## src/rtl/mips_memory.sv

```systemverilog
// Word memory on the multicycle MIPS processor bus: one-cycle registered reads, plus a
// valid/ready program-loader port that owns the array while its FSM is out of IDLE.
module mips_memory #(
  parameter int DEPTH     = 64,
  parameter int INIT_ZERO = 1,
  localparam int IW       = $clog2(DEPTH)
) (
  input  logic          clk,
  input  logic          reset,
  input  logic [31:0]   addr,
  input  logic          memread,
  input  logic          memwrite,
  input  logic [31:0]   writedata,
  output logic [31:0]   memdata,
  input  logic          load_mode,
  input  logic          load_valid,
  input  logic [31:0]   load_data,
  output logic          load_ready,
  output logic          load_done,
  output logic [IW:0]   load_count,
  output logic          misalign_err,
  output logic          range_err
);

  if (DEPTH < 4 || (DEPTH & (DEPTH - 1)) != 0 || (INIT_ZERO != 0 && INIT_ZERO != 1)) begin : g_param_check
    $error("mips_memory: DEPTH must be a power of two >= 4 and INIT_ZERO must be 0 or 1");
  end

  typedef enum logic [1:0] {
    ST_IDLE,
    ST_LOAD,
    ST_DONE
  } state_t;

  state_t        state_q, state_d;
  logic [IW-1:0] ptr_q, ptr_d;
  logic [IW:0]   count_q, count_d;
  logic [31:0]   memdata_q, memdata_d;
  logic          load_ready_q, load_ready_d;
  logic          load_done_q, load_done_d;
  logic          misalign_q, misalign_d;
  logic          range_q, range_d;

  // No reset on the array: contents must survive a processor reset.
  logic [31:0]   mem_q [DEPTH];
  logic          mem_we;
  logic [IW-1:0] mem_widx;
  logic [31:0]   mem_wdata;

  logic [IW-1:0] idx;
  logic          in_range;
  logic          proc_access;
  logic          accept;

  assign idx         = addr[IW+1:2];
  assign in_range    = (addr[31:IW+2] == '0);
  assign proc_access = (state_q == ST_IDLE) && (memread || memwrite);
  assign accept      = (state_q == ST_LOAD) && load_valid && load_ready_q;

  always_comb begin
    state_d    = state_q;
    ptr_d      = ptr_q;
    count_d    = count_q;
    memdata_d  = memdata_q;
    misalign_d = misalign_q;
    range_d    = range_q;
    mem_we     = 1'b0;
    mem_widx   = '0;
    mem_wdata  = '0;

    case (state_q)
      ST_IDLE: begin
        if (load_mode) begin
          state_d = ST_LOAD;
          ptr_d   = '0;
          count_d = '0;
        end
      end
      ST_LOAD: begin
        if (accept) begin
          mem_we    = 1'b1;
          mem_widx  = ptr_q;
          mem_wdata = load_data;
          ptr_d     = ptr_q + 1'b1;
          count_d   = count_q + 1'b1;
          if (ptr_q == IW'(DEPTH - 1)) begin
            state_d = ST_DONE;
          end
        end
        // Dropping load_mode ends the session, but a word offered alongside it still lands.
        if (!load_mode) begin
          state_d = ST_DONE;
        end
      end
      ST_DONE: begin
        if (!load_mode) begin
          state_d = ST_IDLE;
        end
      end
      default: state_d = ST_IDLE;
    endcase

    if (proc_access) begin
      if (addr[1:0] != 2'b00) begin
        misalign_d = 1'b1;
      end
      if (!in_range) begin
        range_d = 1'b1;
      end
      // Read samples the array before this edge's write, giving read-before-write.
      if (memread) begin
        memdata_d = in_range ? mem_q[idx] : 32'h0;
      end
      if (memwrite && in_range) begin
        mem_we    = 1'b1;
        mem_widx  = idx;
        mem_wdata = writedata;
      end
    end

    load_ready_d = (state_d == ST_LOAD);
    load_done_d  = (state_d == ST_DONE);
  end

  always_ff @(posedge clk or negedge reset) begin
    if (!reset) begin
      state_q      <= ST_IDLE;
      ptr_q        <= '0;
      count_q      <= '0;
      memdata_q    <= '0;
      load_ready_q <= 1'b0;
      load_done_q  <= 1'b0;
      misalign_q   <= 1'b0;
      range_q      <= 1'b0;
    end else begin
      state_q      <= state_d;
      ptr_q        <= ptr_d;
      count_q      <= count_d;
      memdata_q    <= memdata_d;
      load_ready_q <= load_ready_d;
      load_done_q  <= load_done_d;
      misalign_q   <= misalign_d;
      range_q      <= range_d;
    end
  end

  always_ff @(posedge clk) begin
    if (mem_we) begin
      mem_q[mem_widx] <= mem_wdata;
    end
  end

  assign memdata      = memdata_q;
  assign load_ready   = load_ready_q;
  assign load_done    = load_done_q;
  assign load_count   = count_q;
  assign misalign_err = misalign_q;
  assign range_err    = range_q;

endmodule

```

## config.mk

```make
export PLATFORM = sky130hd
export DESIGN_NAME = mips_memory
export DESIGN_NICKNAME = d
export VERILOG_FILES = /design/src/rtl/mips_memory.sv
export SDC_FILE = /design/constraint.sdc
export NUM_CORES = 2
export LEC_CHECK = 0
export BUFFER_PORTS_ARGS = -buffer_cell sky130_fd_sc_hd__buf_2
export CAP_MARGIN = 20
export CELL_PAD_IN_SITES_DETAIL_PLACEMENT = 1
export CELL_PAD_IN_SITES_GLOBAL_PLACEMENT = 2
export CORE_AREA = 3 3 524 526
export CTS_BUF_LIST = sky130_fd_sc_hd__clkbuf_4
export DETAILED_ROUTE_END_ITERATION = 7
export DIE_AREA = 0 0 527 529
export PLACE_DENSITY = 0.61
export SETUP_SLACK_MARGIN = 0.02
export SLEW_MARGIN = 30
export SYNTH_ARGS = -nofsm -noshare
export SYNTH_HDL_FRONTEND = slang
export SYNTH_SLANG_ARGS = --single-unit
```

## constraint.sdc

```tcl
create_clock -name clk -period 13.25 [get_ports clk]
set_input_delay 1.9875 -clock clk [delete_from_list [all_inputs] [get_ports clk]]
set_output_delay 1.9875 -clock clk [all_outputs]
set_load 0.005 [all_outputs]
```

==> impl_results.md <==
* Unrepaired setup endpoints after global routing: no
* Antenna violations before repair at 6
* HPWL after DPL at 127,000 µm
* Maximum clock path buffer count at 4
* Die Y at 529 µm
* Psw at 2.94 mW
* Max VDD drop at 0.0868 mV
* Startpoint Class: input port
* Clk sinks at 2,099
* Gates resized, CTS repair at 0
* Crit path arrival time at 5.77 ns
* Period minus WS final at approximately 4.6 ns
* Worst Setup End Kind: register
* Final GP Congestion at 0.767
* Seq pwr share at 54.5%
* Global-route wire length before repair at 337,000 µm
* Initial core utilization at 29.9%
* Slew @ Worst Pin at 1.12 ns
* Clock share of power at between 40% and 50%
* Remaining Overflow, GRT at 0
* Initial DRC Count at 3,781
* Worst Path Max Fanout at 106
* Dominant synthesized flop cell: edfxtp_1
* Tcrit/Tclk final at 34.8%
* H-tree levels at 6
* Vias per cell at 5.08
* Hold_buf cts at 0
* Max incr delay on CP at roughly 0.60 ns
* Status: complete, no violations
* Synth-to-Final Area Change at 15.5%
* Asr flop ratio synth at under 10%
* Syn Inst Count at 3,803
* Combinational power share at 4.1%
* Syn Area/Cell at 21.3 µm²
* Slew margin rel. at 25.6%
* Layout fillers at 27,140
* Worst path most repeated cell: buf_12
* Final setup vio count at 0
* Clock Latency Late Sink at 1.34 ns
* Nets@finish at about 4,500
* Hold EP: range_err$_DFFE_PN0P_
* Power density over the cells at 142 mW/mm²
* Leakage at 29.4 nW
* Synth area leader: edfxtp_1
* Max-slew violation count at 0
* Gr usage total at 16.9%
* Antenna Violating Nets Remaining at 0
* R2r endpoint: mem_q[25][13]$_DFFE_PP_
* Area of the multi-input gates at 0.0175 mm²
* Fin. Hold Viols at 0
* CTS tree: done
* Power Total at between 10 and 15 mW
* Mapped Area at 0.0809 mm²
* R2R Setup Slk at 9.56 ns
* Hold Startpoint: range_err$_DFFE_PN0P_
* Commonest non-fill, non-tap cell in the layout: edfxtp_1
* Count of input and output buffers at ~140
* Horiz. Die Dim at 527 µm
* Drt pass-1 iters at 5
* Switching share of power at about 22%
* Fin Hold WS at about 0.47 ns
* Setup CP Type: in2reg
* Storage cell area at approximately 0.063 mm²
* Final WL at 240,000 µm
* Row Count at 191
* Largest net degree at the start of global routing at 110
* Post-DP Area at around 0.087 mm²
* Seq cells post-synth at about 2,100
* Fmax at 217 MHz
* Synthesis Warnings at 0
* Int Pwr at between 10 and 15 mW
* Worst setup startpoint: addr[2]
* Cell depth of the worst flop-to-flop path at 8
* Finished Cell Area at approximately 0.093 mm²
* Clock root buffer: clkbuf_4
* Max-cap viol count at 0
* Worst path cell trace: buf_8 -> buf_12 -> buf_12 -> buf_16 -> mux4_2 -> a211oi_1 -> a22o_1 -> o31ai_1
* Top-area cell type share of the netlist area at 76.0%
* Routed via count at 42,471
* Layout cells sized above 1 at around 36%
* Clock slew at reported path FFs at 0.06 ns
* WL/cell at 28.7 µm
* Post-synth EDFFs at 2,048
* CTS Buf Count at 570
* CP bufs+invs at 4
* RR Startpoint: state_q[0]$_DFF_PN0_
* Commonest non-fill, non-tap cells in the layout: 2,048 x edfxtp_1, 846 x clkbuf_4, 387 x mux4_2, 251 x mux2i_1, 141 x buf_2
* Syn Nets at 3,907
* Die area at 0.279 mm²
* Worst Clk Skew at 0.0662 ns
* CP delay by family, top: buffers and inverters
* Vias in the first global route at 45,177
* Setup bufs post-CTS at 0
* HP Class: reg2reg
* Sequential area share after synthesis at 77.6%
* Synth top area cells: edfxtp_1 76%, mux4_2 11%, mux2i_1 3.1%
* Synth cell types at 54
* WHS Path Cells at 1
* Core Area at around 0.27 mm²
* Residual DRC at 0
* Slowest-stage cell, CP: mux4_2
* Setup tns final at 0 ns
* Io pins at 145
* Worst EP required at 14.41 ns
==> power groups by stage <==
stage	Clock [mW]	Combinational, mW	Sequential [mW]
4_1_cts	5.70	0.556	7.24
3_3_place_gp	0	0.548	7.38
3_5_place_dp	0	0.555	7.38
6_report	5.51	0.549	7.24
5_1_grt	6.07	0.587	7.24
2_1_floorplan	0	0.348	7.38
==> Yosys cell counts, types with 6 or more instances <==
cell / n
o21ai_0: 13
clkbuf_1: 105
and2_1: 7
a32oi_1: 6
nor3_1: 20
mux4_2: 387
nand2_1: 117
o22ai_1: 125
a221o_1: 32
a21oi_1: 8
dfrtp_1: 51
mux2i_1: 251
nor2_1: 76
o31ai_1: 32
a22o_1: 67
mux2_2: 62
edfxtp_1: 2048
buf_1: 14
inv_1: 6
buf_2: 53
nor4_1: 8
buf_4: 38
buf_6: 18
xor2_1: 6
nand3_1: 9
a31oi_1: 6
a22oi_1: 62
a211oi_1: 125
==> per-stage QoR <==
step / setup WS (ns) / std cells / utilization (%)
2_1_floorplan: 7.24 / 3803 / -
3_3_place_gp: 7.17 / 7421 / 32.0
3_5_place_dp: 7.17 / 7424 / 32.0
4_1_cts: 8.73 / 8356 / 34.5
5_1_grt: 8.54 / 8360 / 34.5
6_report: 8.64 / 8363 / 34.5
==> sequential cells by signal (all words and copies together), names as in the netlist <==
name,flops
load_count,7
misalign_err,1
memdata,32
mem_q,2048
state_q,2
load_ready,1
load_done,1
range_err,1
ptr_q,6
==> area by class of cell <==
| cell class | count | area share, % |
|---|---|---|
| Clock buffer | 846 | 6.80 |
| Inverter | 7 | 0.0281 |
| Multi-Input combinational cell | 1469 | 18.8 |
| Sequential cell | 2099 | 67.2 |
| Antenna cell | 4 | 0.0107 |
| Clock inverter | 86 | 0.418 |
| Timing Repair Buffer | 282 | 2.04 |
| Tap cell | 3570 | 4.78 |
==> how the worst max path moves through the flow <==
stage	to	slack, ns	cells past startpoint
floorplan	mem_q[17][0]$_DFFE_PP_	7.24	6
global placement	memdata[13]$_DFFE_PN0P_	7.17	7
detailed placement	memdata[13]$_DFFE_PN0P_	7.17	7
CTS	memdata[13]$_DFFE_PN0P_	8.73	7
global route	memdata[17]$_DFFE_PN0P_	8.54	8
finish	memdata[13]$_DFFE_PN0P_	8.64	8
==> routing by layer <==
metal	track usage [%]	share of wire, %	vias up
met5	0	0.0096	-
met4	4.99	2.2	4
met3	3.48	5.7	348
met2	28.4	50	1403
met1	22.2	42	23028
li1	-	-	17688
==> kinds of logic after synthesis <==
kind of cell / synth area share [%]
xor gates and xnor gates: 0.0650
buffers and inverters: 1.52
AOI/OAI and AO/OA: 4.60
adders and majority gates: 0.0309
muxes: 14.7
DFF: 77.6
and+or+nand+nor: 1.43
==> worst reg2reg max path, stage by stage (launching register included) <==
cell and delay (ns):
dfrtp_1 0.43, nor2_1 0.13, buf_4 0.22, nand2_1 0.23, nor3_4 0.16, buf_4 0.58
a41oi_1 0.60, nor2_4 0.22, buf_4 0.66
No activity file was read; power rests on OpenSTA's default activity.
